`src/rtl/he_mem_port_arbiter.sv`:
```
// Merges a split read/write upstream channel onto one single-port memory bus.
// Writes are posted into a small FIFO that read hits forward from.
`ifndef BIT_WIDTH
`define BIT_WIDTH 32
`endif

module he_mem_port_arbiter #(
    parameter int BIT_WIDTH  = `BIT_WIDTH,
    parameter int ADDR_W     = 32,
    parameter int WBUF_DEPTH = 4
) (
    input  logic                 clk,
    input  logic                 rst,
    input  logic                 up_read_i,
    input  logic [ADDR_W-1:0]    up_addr_read_i,
    output logic [BIT_WIDTH-1:0] up_rdata_o,
    output logic                 up_resp_read_o,
    input  logic                 up_write_i,
    input  logic [ADDR_W-1:0]    up_addr_write_i,
    input  logic [BIT_WIDTH-1:0] up_wdata_i,
    output logic                 up_resp_write_o,
    output logic                 mem_read_o,
    output logic                 mem_write_o,
    output logic [ADDR_W-1:0]    mem_addr_o,
    output logic [BIT_WIDTH-1:0] mem_wdata_o,
    input  logic [BIT_WIDTH-1:0] mem_rdata_i,
    input  logic                 mem_resp_i,
    output logic                 wb_empty_o
);
    localparam int IDX_W = $clog2(WBUF_DEPTH);
    localparam int PTR_W = IDX_W + 1;

    localparam logic [1:0] S_IDLE  = 2'd0;
    localparam logic [1:0] S_RD    = 2'd1;
    localparam logic [1:0] S_WR    = 2'd2;
    localparam logic [1:0] S_RRESP = 2'd3;

    logic [1:0]           r_state;
    logic [1:0]           w_state_next;
    logic [PTR_W-1:0]     r_head;
    logic [PTR_W-1:0]     r_tail;
    logic [PTR_W-1:0]     w_head_next;
    logic [PTR_W-1:0]     w_tail_next;
    logic [PTR_W-1:0]     w_count;
    logic [ADDR_W-1:0]    r_wb_addr [WBUF_DEPTH];
    logic [BIT_WIDTH-1:0] r_wb_data [WBUF_DEPTH];
    logic [ADDR_W-1:0]    r_rd_addr;
    logic [BIT_WIDTH-1:0] r_rdata;
    logic                 r_resp_read;
    logic                 r_resp_write;
    logic                 r_wb_empty;

    logic                 w_full;
    logic                 w_empty;
    logic                 w_enq;
    logic                 w_pop;
    logic                 w_rd_req;
    logic                 w_hit;
    logic                 w_hit_resp;
    logic [BIT_WIDTH-1:0] w_hit_data;
    logic [IDX_W-1:0]     w_scan_idx;
    logic [IDX_W-1:0]     w_head_idx;
    logic [IDX_W-1:0]     w_tail_idx;

    assign w_head_idx = r_head[IDX_W-1:0];
    assign w_tail_idx = r_tail[IDX_W-1:0];
    assign w_count    = r_tail - r_head;
    assign w_empty    = (r_tail == r_head);
    assign w_full     = (r_tail == {~r_head[PTR_W-1], w_head_idx});
    // The ack-pending guard keeps a still-held request from being queued twice.
    assign w_enq      = up_write_i && !w_full && !r_resp_write;
    assign w_pop      = (r_state == S_WR) && mem_resp_i;
    assign w_rd_req   = up_read_i && !r_resp_read && (r_state == S_IDLE);

    assign w_head_next = r_head + PTR_W'(w_pop);
    assign w_tail_next = r_tail + PTR_W'(w_enq);

    // Scan oldest to youngest so the last match wins; a same-cycle write is youngest of all.
    always_comb begin
        w_hit      = 1'b0;
        w_hit_data = '0;
        w_scan_idx = w_head_idx;
        for (int a = 0; a < WBUF_DEPTH; a++) begin
            w_scan_idx = w_head_idx + IDX_W'(a);
            if ((PTR_W'(a) < w_count) && (r_wb_addr[w_scan_idx] == up_addr_read_i)) begin
                w_hit      = 1'b1;
                w_hit_data = r_wb_data[w_scan_idx];
            end
        end
        if (w_enq && (up_addr_write_i == up_addr_read_i)) begin
            w_hit      = 1'b1;
            w_hit_data = up_wdata_i;
        end
    end

    always_comb begin
        w_state_next = r_state;
        w_hit_resp   = 1'b0;
        case (r_state)
            S_IDLE: begin
                if (w_full) begin
                    w_state_next = S_WR;
                end else if (w_rd_req) begin
                    if (w_hit) begin
                        w_hit_resp = 1'b1;
                    end else begin
                        w_state_next = S_RD;
                    end
                end else if (!w_empty) begin
                    w_state_next = S_WR;
                end
            end
            S_RD:    if (mem_resp_i) w_state_next = S_RRESP;
            S_WR:    if (mem_resp_i) w_state_next = S_IDLE;
            S_RRESP: w_state_next = S_IDLE;
            default: w_state_next = S_IDLE;
        endcase
    end

    always_ff @(posedge clk or negedge rst) begin
        if (!rst) begin
            r_state      <= S_IDLE;
            r_head       <= '0;
            r_tail       <= '0;
            r_rd_addr    <= '0;
            r_rdata      <= '0;
            r_resp_read  <= 1'b0;
            r_resp_write <= 1'b0;
            r_wb_empty   <= 1'b0;
        end else begin
            r_state      <= w_state_next;
            r_head       <= w_head_next;
            r_tail       <= w_tail_next;
            r_resp_write <= w_enq;
            r_resp_read  <= w_hit_resp || ((r_state == S_RD) && mem_resp_i);
            if (w_hit_resp) begin
                r_rdata <= w_hit_data;
            end else if ((r_state == S_RD) && mem_resp_i) begin
                r_rdata <= mem_rdata_i;
            end
            if ((r_state == S_IDLE) && (w_state_next == S_RD)) begin
                r_rd_addr <= up_addr_read_i;
            end
            r_wb_empty <= (w_head_next == w_tail_next) && (w_state_next == S_IDLE);
        end
    end

    // Entry storage needs no reset: the pointers alone decide what is valid.
    always_ff @(posedge clk) begin
        if (w_enq) begin
            r_wb_addr[w_tail_idx] <= up_addr_write_i;
            r_wb_data[w_tail_idx] <= up_wdata_i;
        end
    end

    always_comb begin
        mem_addr_o  = '0;
        mem_wdata_o = '0;
        if (r_state == S_RD) begin
            mem_addr_o = r_rd_addr;
        end else if (r_state == S_WR) begin
            mem_addr_o  = r_wb_addr[w_head_idx];
            mem_wdata_o = r_wb_data[w_head_idx];
        end
    end

    assign mem_read_o      = (r_state == S_RD);
    assign mem_write_o     = (r_state == S_WR);
    assign up_rdata_o      = r_rdata;
    assign up_resp_read_o  = r_resp_read;
    assign up_resp_write_o = r_resp_write;
    assign wb_empty_o      = r_wb_empty;

endmodule

```
`config.mk`:
```
export PLATFORM = sky130hd
export DESIGN_NAME = he_mem_port_arbiter
export DESIGN_NICKNAME = d
export VERILOG_FILES = /design/src/rtl/he_mem_port_arbiter.sv
export SDC_FILE = /design/constraint.sdc
export NUM_CORES = 1
export LEC_CHECK = 0
export BUFFER_PORTS_ARGS = -buffer_cell sky130_fd_sc_hd__buf_2
export CAP_MARGIN = 5
export CELL_PAD_IN_SITES_DETAIL_PLACEMENT = 1
export CELL_PAD_IN_SITES_GLOBAL_PLACEMENT = 2
export CORE_MARGIN = 5
export CORE_UTILIZATION = 25
export CTS_BUF_LIST = sky130_fd_sc_hd__clkbuf_8
export CTS_CLUSTER_SIZE = 25
export DETAILED_ROUTE_END_ITERATION = 8
export GPL_TIMING_DRIVEN = 0
export PLACE_DENSITY_LB_ADDON = 0.1
export SLEW_MARGIN = 15
export SYNTH_ARGS = -nofsm -noshare
export SYNTH_HDL_FRONTEND = slang
export SYNTH_SLANG_ARGS = --single-unit
```
`constraint.sdc`:
```
create_clock -name clk -period 7.2 [get_ports clk]
set_clock_uncertainty 0.05 [all_clocks]
set_input_delay 0.36 -clock clk [delete_from_list [all_inputs] [get_ports clk]]
set_output_delay 0.36 -clock clk [all_outputs]
set_load 0.03 [all_outputs]
```
# ---- Word level (Yosys, flattened, before mapping)
# Memories as Yosys holds them, arrays and structs flattened.
# Cells that the tools add are included.
dict set report classes {
  n_lt_le_gt_ge 4
  bitwise_logic 1
  muxes 29
  eq_ne 12
  addsub 6
  reduce_logical 20
}
# cell count
set op_table {}
lappend op_table {{two-way mux 32 bit} 11}
lappend op_table {{== test 32 bit} 5}
lappend op_table {{logical AND 1 bit} 13}
lappend op_table {{two-way mux 2 bit} 6}
lappend op_table {{two-way mux 1 bit} 11}
lappend op_table {{== test 3 bit} 3}
lappend op_table {{case mux 2 bit (4 select lines)} 1}
lappend op_table {{adder 3 x 1 -> 3 bit} 2}
lappend op_table {{less-than comparator 1 x 3 -> 1 bit (first input constant)} 2}
lappend op_table {{less-than comparator 2 x 3 -> 1 bit (first input constant)} 2}
lappend op_table {{adder 2 bit (second input constant)} 2}
lappend op_table {{== test 2 x 1 -> 1 bit (second input constant)} 2}
lappend op_table {{== test 2 bit (second input constant)} 2}
lappend op_table {{zero test 2 bit} 2}
lappend op_table {{zero test 1 bit} 3}
lappend op_table {{subtractor 3 bit} 1}
lappend op_table {{adder 2 x 1 -> 2 bit (second input constant)} 1}
lappend op_table {{nonzero test 2 bit} 1}
lappend op_table {{logical OR 1 bit} 1}
lappend op_table {{inverter 1 bit} 1}
dict set report totals {
  in_bits 133
  out_inout_bits 101
  ramBits 256
  mem_count 2
  regBits 75
  elab_cells 82
}
# name words width rd rd_ports_with_merged_regs write_ports line_no
set memory_table {}
lappend memory_table {r_wb_addr 4 32 4 0 1 45} ;# logic [ADDR_W-1:0] r_wb_addr [WBUF_DEPTH];
lappend memory_table {r_wb_data 4 32 4 0 1 46} ;# logic [BIT_WIDTH-1:0] r_wb_data [WBUF_DEPTH];

# ---- Longest topological paths before layout
dict set report logic_depth {
  ltp_word 14
  ltp_mapped 22
  depth_no_buf 13
}

# ---- Worst setup path before layout
# Ideal clock, no wire load.
dict set report synth_path {
  path_kind {register to register}
  start {reg r_head[1]}
  end {mem r_wb_addr[0][0] (enable)}
  n_path_buf 8
  arrival_time_ns 7.111
  stages_incl_launch_ff 14
  setup_ns 0.565
  t_required_ns 6.585
  synth_period_minus_slack_ns 7.725
  path_slack_ns -0.525
  path_cell_list {dfrtp_1 > buf_6 > buf_6 > buf_6 > buf_2 > buf_2 > clkbuf_1 > buf_2 > buf_2 > inv_1 > ha_1 > nand3_1 > nand3b_1 > nor3_1}
}
dict set report synth_via {
  elab_chain_len 6
}
# item line_no
set synth_rtl {}
lappend synth_rtl {{from (decl)} 40} ;# logic [PTR_W-1:0] r_head;
lappend synth_rtl {{from (signal assigned)} 132} ;# r_head <= w_head_next;
lappend synth_rtl {{== test 3 bit} 69} ;# assign w_full = (r_tail == {~r_head[PTR_W-1], w_head_idx});
lappend synth_rtl {{zero test 1 bit} 71} ;# assign w_enq = up_write_i && !w_full && !r_resp_write;
lappend synth_rtl {{logical AND 1 bit (2 in a row)} 71}
lappend synth_rtl {{two-way mux 1 bit} 150} ;# if (w_enq) begin
lappend synth_rtl {{two-way mux 1 bit (implied by the code)} 151} ;# r_wb_addr[w_tail_idx] <= up_addr_write_i;
lappend synth_rtl {{to (decl)} 45}
# Every way passes these cells.

# ---- Final worst setup path
dict set report layout_path {
  start {reg r_head[1]}
  end {reg r_rdata[1] (netlist: up_rdata_o[1])}
}
dict set report layout_via {
  elab_chain_len 13
  word_cells_on_any_way 39
  classes_between {add/sub (4); order compare (4); eq/ne (5); mux (15); reduce/logical (9); memory (2)}
}
# item line_no
set layout_rtl {}
lappend layout_rtl {{adder 2 x 1 -> 2 bit (tied with other cells)} 84} ;# w_scan_idx = w_head_idx + IDX_W'(a);
lappend layout_rtl {{memory read (4 x 32 bit) (tied with other cells)} n/a}
lappend layout_rtl {{== test 32 bit / logical AND 1 bit (equally long branches)} 85} ;# if ((PTR_W'(a) < w_count) && (r_wb_addr[w_scan_idx] == up_addr_read_i)) begin
lappend layout_rtl {{logical AND 1 bit / two-way mux 1 bit (equally long branches)} 85}
lappend layout_rtl {{two-way mux 1 bit (3 in a row)} 85}
lappend layout_rtl {{two-way mux 1 bit} 90} ;# if (w_enq && (up_addr_write_i == up_addr_read_i)) begin
lappend layout_rtl {{two-way mux 1 bit} 104} ;# if (w_hit) begin
lappend layout_rtl {{two-way mux 1 bit} 103} ;# end else if (w_rd_req) begin
lappend layout_rtl {{two-way mux 1 bit} 101} ;# if (w_full) begin
lappend layout_rtl {{two-way mux 1 bit} 99} ;# case (r_state)
lappend layout_rtl {{two-way mux 32 bit / nonzero test 2 bit (equally long branches)} n/a}
lappend layout_rtl {{to (signal assigned)} 137} ;# r_rdata <= w_hit_data;
lappend layout_rtl {{to (signal assigned)} 139} ;# r_rdata <= mem_rdata_i;
lappend layout_rtl {{to (decl)} 48} ;# logic [BIT_WIDTH-1:0] r_rdata;
# Parallel ways exist; a longest one is shown, timed or not.
# A chain may end at the register's enable or synchronous reset.

==> out/metrics.yaml <==
status:
  status: "finished, final reports clean"
sta:
  rsz0062_at_grt: "false"
  worst_pin_slew_ns: 1.20
  finalHoldViolCount: 0
  max_slew_margin_pct: 20.1
  final-max-slew-violation-count: 0
  timing.fmax_mhz: 144
  min_period_ns: 6.94
  setup_violations: 0
  period_share_pct: 96.4
clocking:
  cts_tree: "yes"
  root_buffer: "clkbuf_8"
  cts_setup_buffers: 0
  clock_latency_ns: 0.67
  cts.sinks: 331
  max-clock-path-buffers: 3
  cts_htree_levels: 3
  numCtsBuffers: 69
  cts.clk_slew.worst_paths_ns: 0.06
final_layout:
  area_growth_syn_to_layout_pct: 24.2
  final_common_cell: "edfxtp_1"
  nets: 2179
  final_cell_mix: "edfxtp_1, buf_2, nor2_1, mux4_2, nand2_1"
  finalNonFillerCells: 3166
  final_area_sq_um: 25400
  nFillCells: 8923
  drive_above_1_share_pct: 29.8
place:
  place_area_sq_um: 23100
  dp_cells: 2954
  io_buffers: 201
  dp_hpwl_um: 69700
  gp_congestion: 0.820
route:
  drt-wirelength-per-cell_um: 29.9
  drc: 0
  met2_length_um: 46900
  drt_first_iter_violations: 1015
  top_layer_used: "met4"
  route.met3.wl_um: 4200
  wl_met1_um: 39200
  viasPerCell: 5.09
  dr.pass1.iters: 5
  ant_nets: 0
  num_vias: 16100
  wirelength_um: 94700
grt:
  grt_max_degree: 48
  grt_pass1_wl_um: 131000
  grt_pass1_vias: 17700
  antenna_found_initial: 4
  grt_usage_pct: 21.1
  overflow: 0
logic_synthesis:
  avgSynthCellArea_sq_um: 12.4
  syn_inst: 1656
  ys_seq_area_share_pct: 46.7
  synth-edff-count: 256
  synthDistinctLibCells: 57
  synthArstFlopShare_pct: 22.7
  ys_warn_count: 0
  synth_seq_cells: 331
  synth-main-ff-cell: "edfxtp_1"
  syn_nets: 1796
  synth_area_sq_um: 20500
pwr:
  intPower_mw: 6.29
  p_per_area_nw_per_um2: 472
  p_seq_share_pct: 24.0
  p_leak_nw: 9.47
  clock_power_share_pct: 17.4
  p_sw_share_pct: 47.6
  p_sw_mw: 5.71
  vdd_drop_max_v: 0.000193
  power_frac_comb_pct: 58.6
job:
  maxCapViolations: 0
critical_path:
  endpoint_kind: "flop"
  critPathBufInv: 11
  worstPathMaxFanout: 19
  path_cells: "buf_6 > buf_6 > buf_6 > buf_2 > buf_4 > buf_2 > buf_2 > inv_1 > fa_1 > xnor3_1 > a21oi_1 > nor4_2 > o21ai_1 > or3_1 > buf_6 > nand2_2 > o31ai_1 > buf_2 > buf_2 > a311oi_1 > a21oi_1"
  crit_required_ns: 7.66
  cp_slowest_cell: "a311oi_1"
  worstSetupStartpointType: "flop"
  crit_family: "buffers and inverters"
  cpPeakStageDelay_ns: 0.54
  cp_common_cell: "buf_2"
  crit_arrival_ns: 7.40
  path_class: "reg2reg"
floorplanning:
  rows: 105
  ios: 234
  die_w_um: 296
  dieArea_sq_um: 87700
  die_h_um: 296
  core_area_sq_um: 81600
  initial_utilization_pct: 25.1
min_path:
  hold_path_class: "in2reg"
## layout make-up
type                    count  area (sq um)  area share (%)
repair buffers            313          2150            8.48
clock buffers              81          1110            4.39
flip-flops and latches    331          9560            37.6
inverters                   8          30.0           0.118
well taps                1070          1340            5.27
diodes                      3          7.51          0.0295
multi-input cells        1158         10000            39.4
plain buffers             158           887            3.49
clock inverters            44           297            1.17
## worst min-delay path, stage by stage
cell and delay [ns]:
buf_2 0.10, nand3_1 0.06, and3_1 0.16, a31oi_1 0.04
## cell families after synthesis
group / count (synthesis) / synth area share (%)
XOR/XNOR: 173 / 7.47
multiplexers: 312 / 23.1
flip-flops: 331 / 46.7
AO/OA/AOI/OAI: 315 / 10.0
adder cells (fa/ha/maj): 7 / 0.465
AND/OR/NAND/NOR: 351 / 7.78
buffers and inverters: 167 / 4.46
## power by group through the flow
stage / Combinational [mW] / Clock (mW) / Sequential (mW)
after detailed placement: 7.07 / 0 / 2.91
final: 7.04 / 2.09 / 2.88
after floorplan: 4.34 / 0 / 3.03
after CTS: 7.14 / 2.17 / 2.87
after global placement: 6.98 / 0 / 2.97
after global routing: 7.45 / 2.25 / 2.92
## path summary, 6_finish.rpt
check	cells after the start	endpoint	startpoint	slack (ns)
min	4	up_rdata_o[23]$_DFFE_PN0P_	mem_rdata_i[23]	0.05
min in group asynchronous	2	up_rdata_o[19]$_DFFE_PN0P_	rst	0.09
min reg2reg	1	r_rd_addr[15]$_DFFE_PN0P_	r_rd_addr[15]$_DFFE_PN0P_	0.46
max reg2reg	21	up_rdata_o[1]$_DFFE_PN0P_	r_head[1]$_DFF_PN0_	0.26
max in group asynchronous	3	r_rd_addr[19]$_DFFE_PN0P_	rst	6.31
max	21	up_rdata_o[1]$_DFFE_PN0P_	r_head[1]$_DFF_PN0_	0.26
## registers in the layout, indices dropped and copies added (netlist names)
signal and cells:
r_head 3, r_rd_addr 32, r_state 2, r_tail 3, r_wb_addr 128, r_wb_data 128, up_rdata_o 32, up_resp_read_o 1
up_resp_write_o 1, wb_empty_o 1
## metrics by stage
stage	power [mW]	hold WS (ns)	TNS, ns	worst slack (ns)	utilization [%]
6_report	12.0	0.0474	0	0.260	31.1
5_1_grt	12.6	0.0282	0	0.106	31.1
4_1_cts	12.2	0.00665	0	0.113	31.1
3_5_place_dp	9.98	0.228	-23.01	-1.16	28.4
3_3_place_gp	9.96	0.439	-1297.54	-8.53	28.0
2_1_floorplan	7.36	0.0144	-67.22	-0.525	-
## repair_timing
action / in CTS / in global routing
hold endpoints to repair: 351 / 0
pin swaps: 0 / 0
setup endpoints to repair: 31 / 6
resized for setup: 4 / 1
cloned: 0 / 0
hold buffers: 85 / 0
## synthesized netlist by cell type, types with 2 or more instances
master / number / area share (%)
buf_6: 20 / 1.1
ha_1: 6 / 0.37
nand2b_1: 2 / 0.061
o221ai_1: 3 / 0.13
nor2_1: 133 / 2.4
o221ai_2: 12 / 0.88
xnor2_1: 101 / 4.3
o22ai_1: 17 / 0.52
nand2_1: 102 / 1.9
mux2_2: 97 / 5.3
a311oi_1: 13 / 0.56
a22oi_1: 19 / 0.70
xor2_1: 71 / 3.0
buf_1: 17 / 0.31
buf_4: 11 / 0.40
mux2i_1: 98 / 4.8
or3_1: 2 / 0.061
and3_1: 22 / 0.67
o211ai_1: 2 / 0.073
mux4_1: 5 / 0.64
a22o_1: 43 / 1.8
a21oi_1: 98 / 2.4
nand3_1: 27 / 0.66
clkbuf_4: 3 / 0.11
edfxtp_1: 256 / 38
nand4_1: 23 / 0.70
o21ai_1: 17 / 0.42
buf_12: 3 / 0.29
nor3_1: 11 / 0.27
inv_1: 7 / 0.13
o21ai_0: 65 / 1.6
mux4_2: 112 / 12
nand3b_1: 2 / 0.073
a31oi_1: 20 / 0.61
dfrtp_1: 75 / 9.2
nor4_1: 18 / 0.55
buf_2: 23 / 0.56
clkbuf_1: 81 / 1.5
## per-layer routing
metal	up-vias	global-route usage [%]
met2	475	36.8
met1	8355	26.1
met3	173	3.36
met5	-	0
met4	0	8.96
li1	7116	-
(Power assumes the default switching activity.)
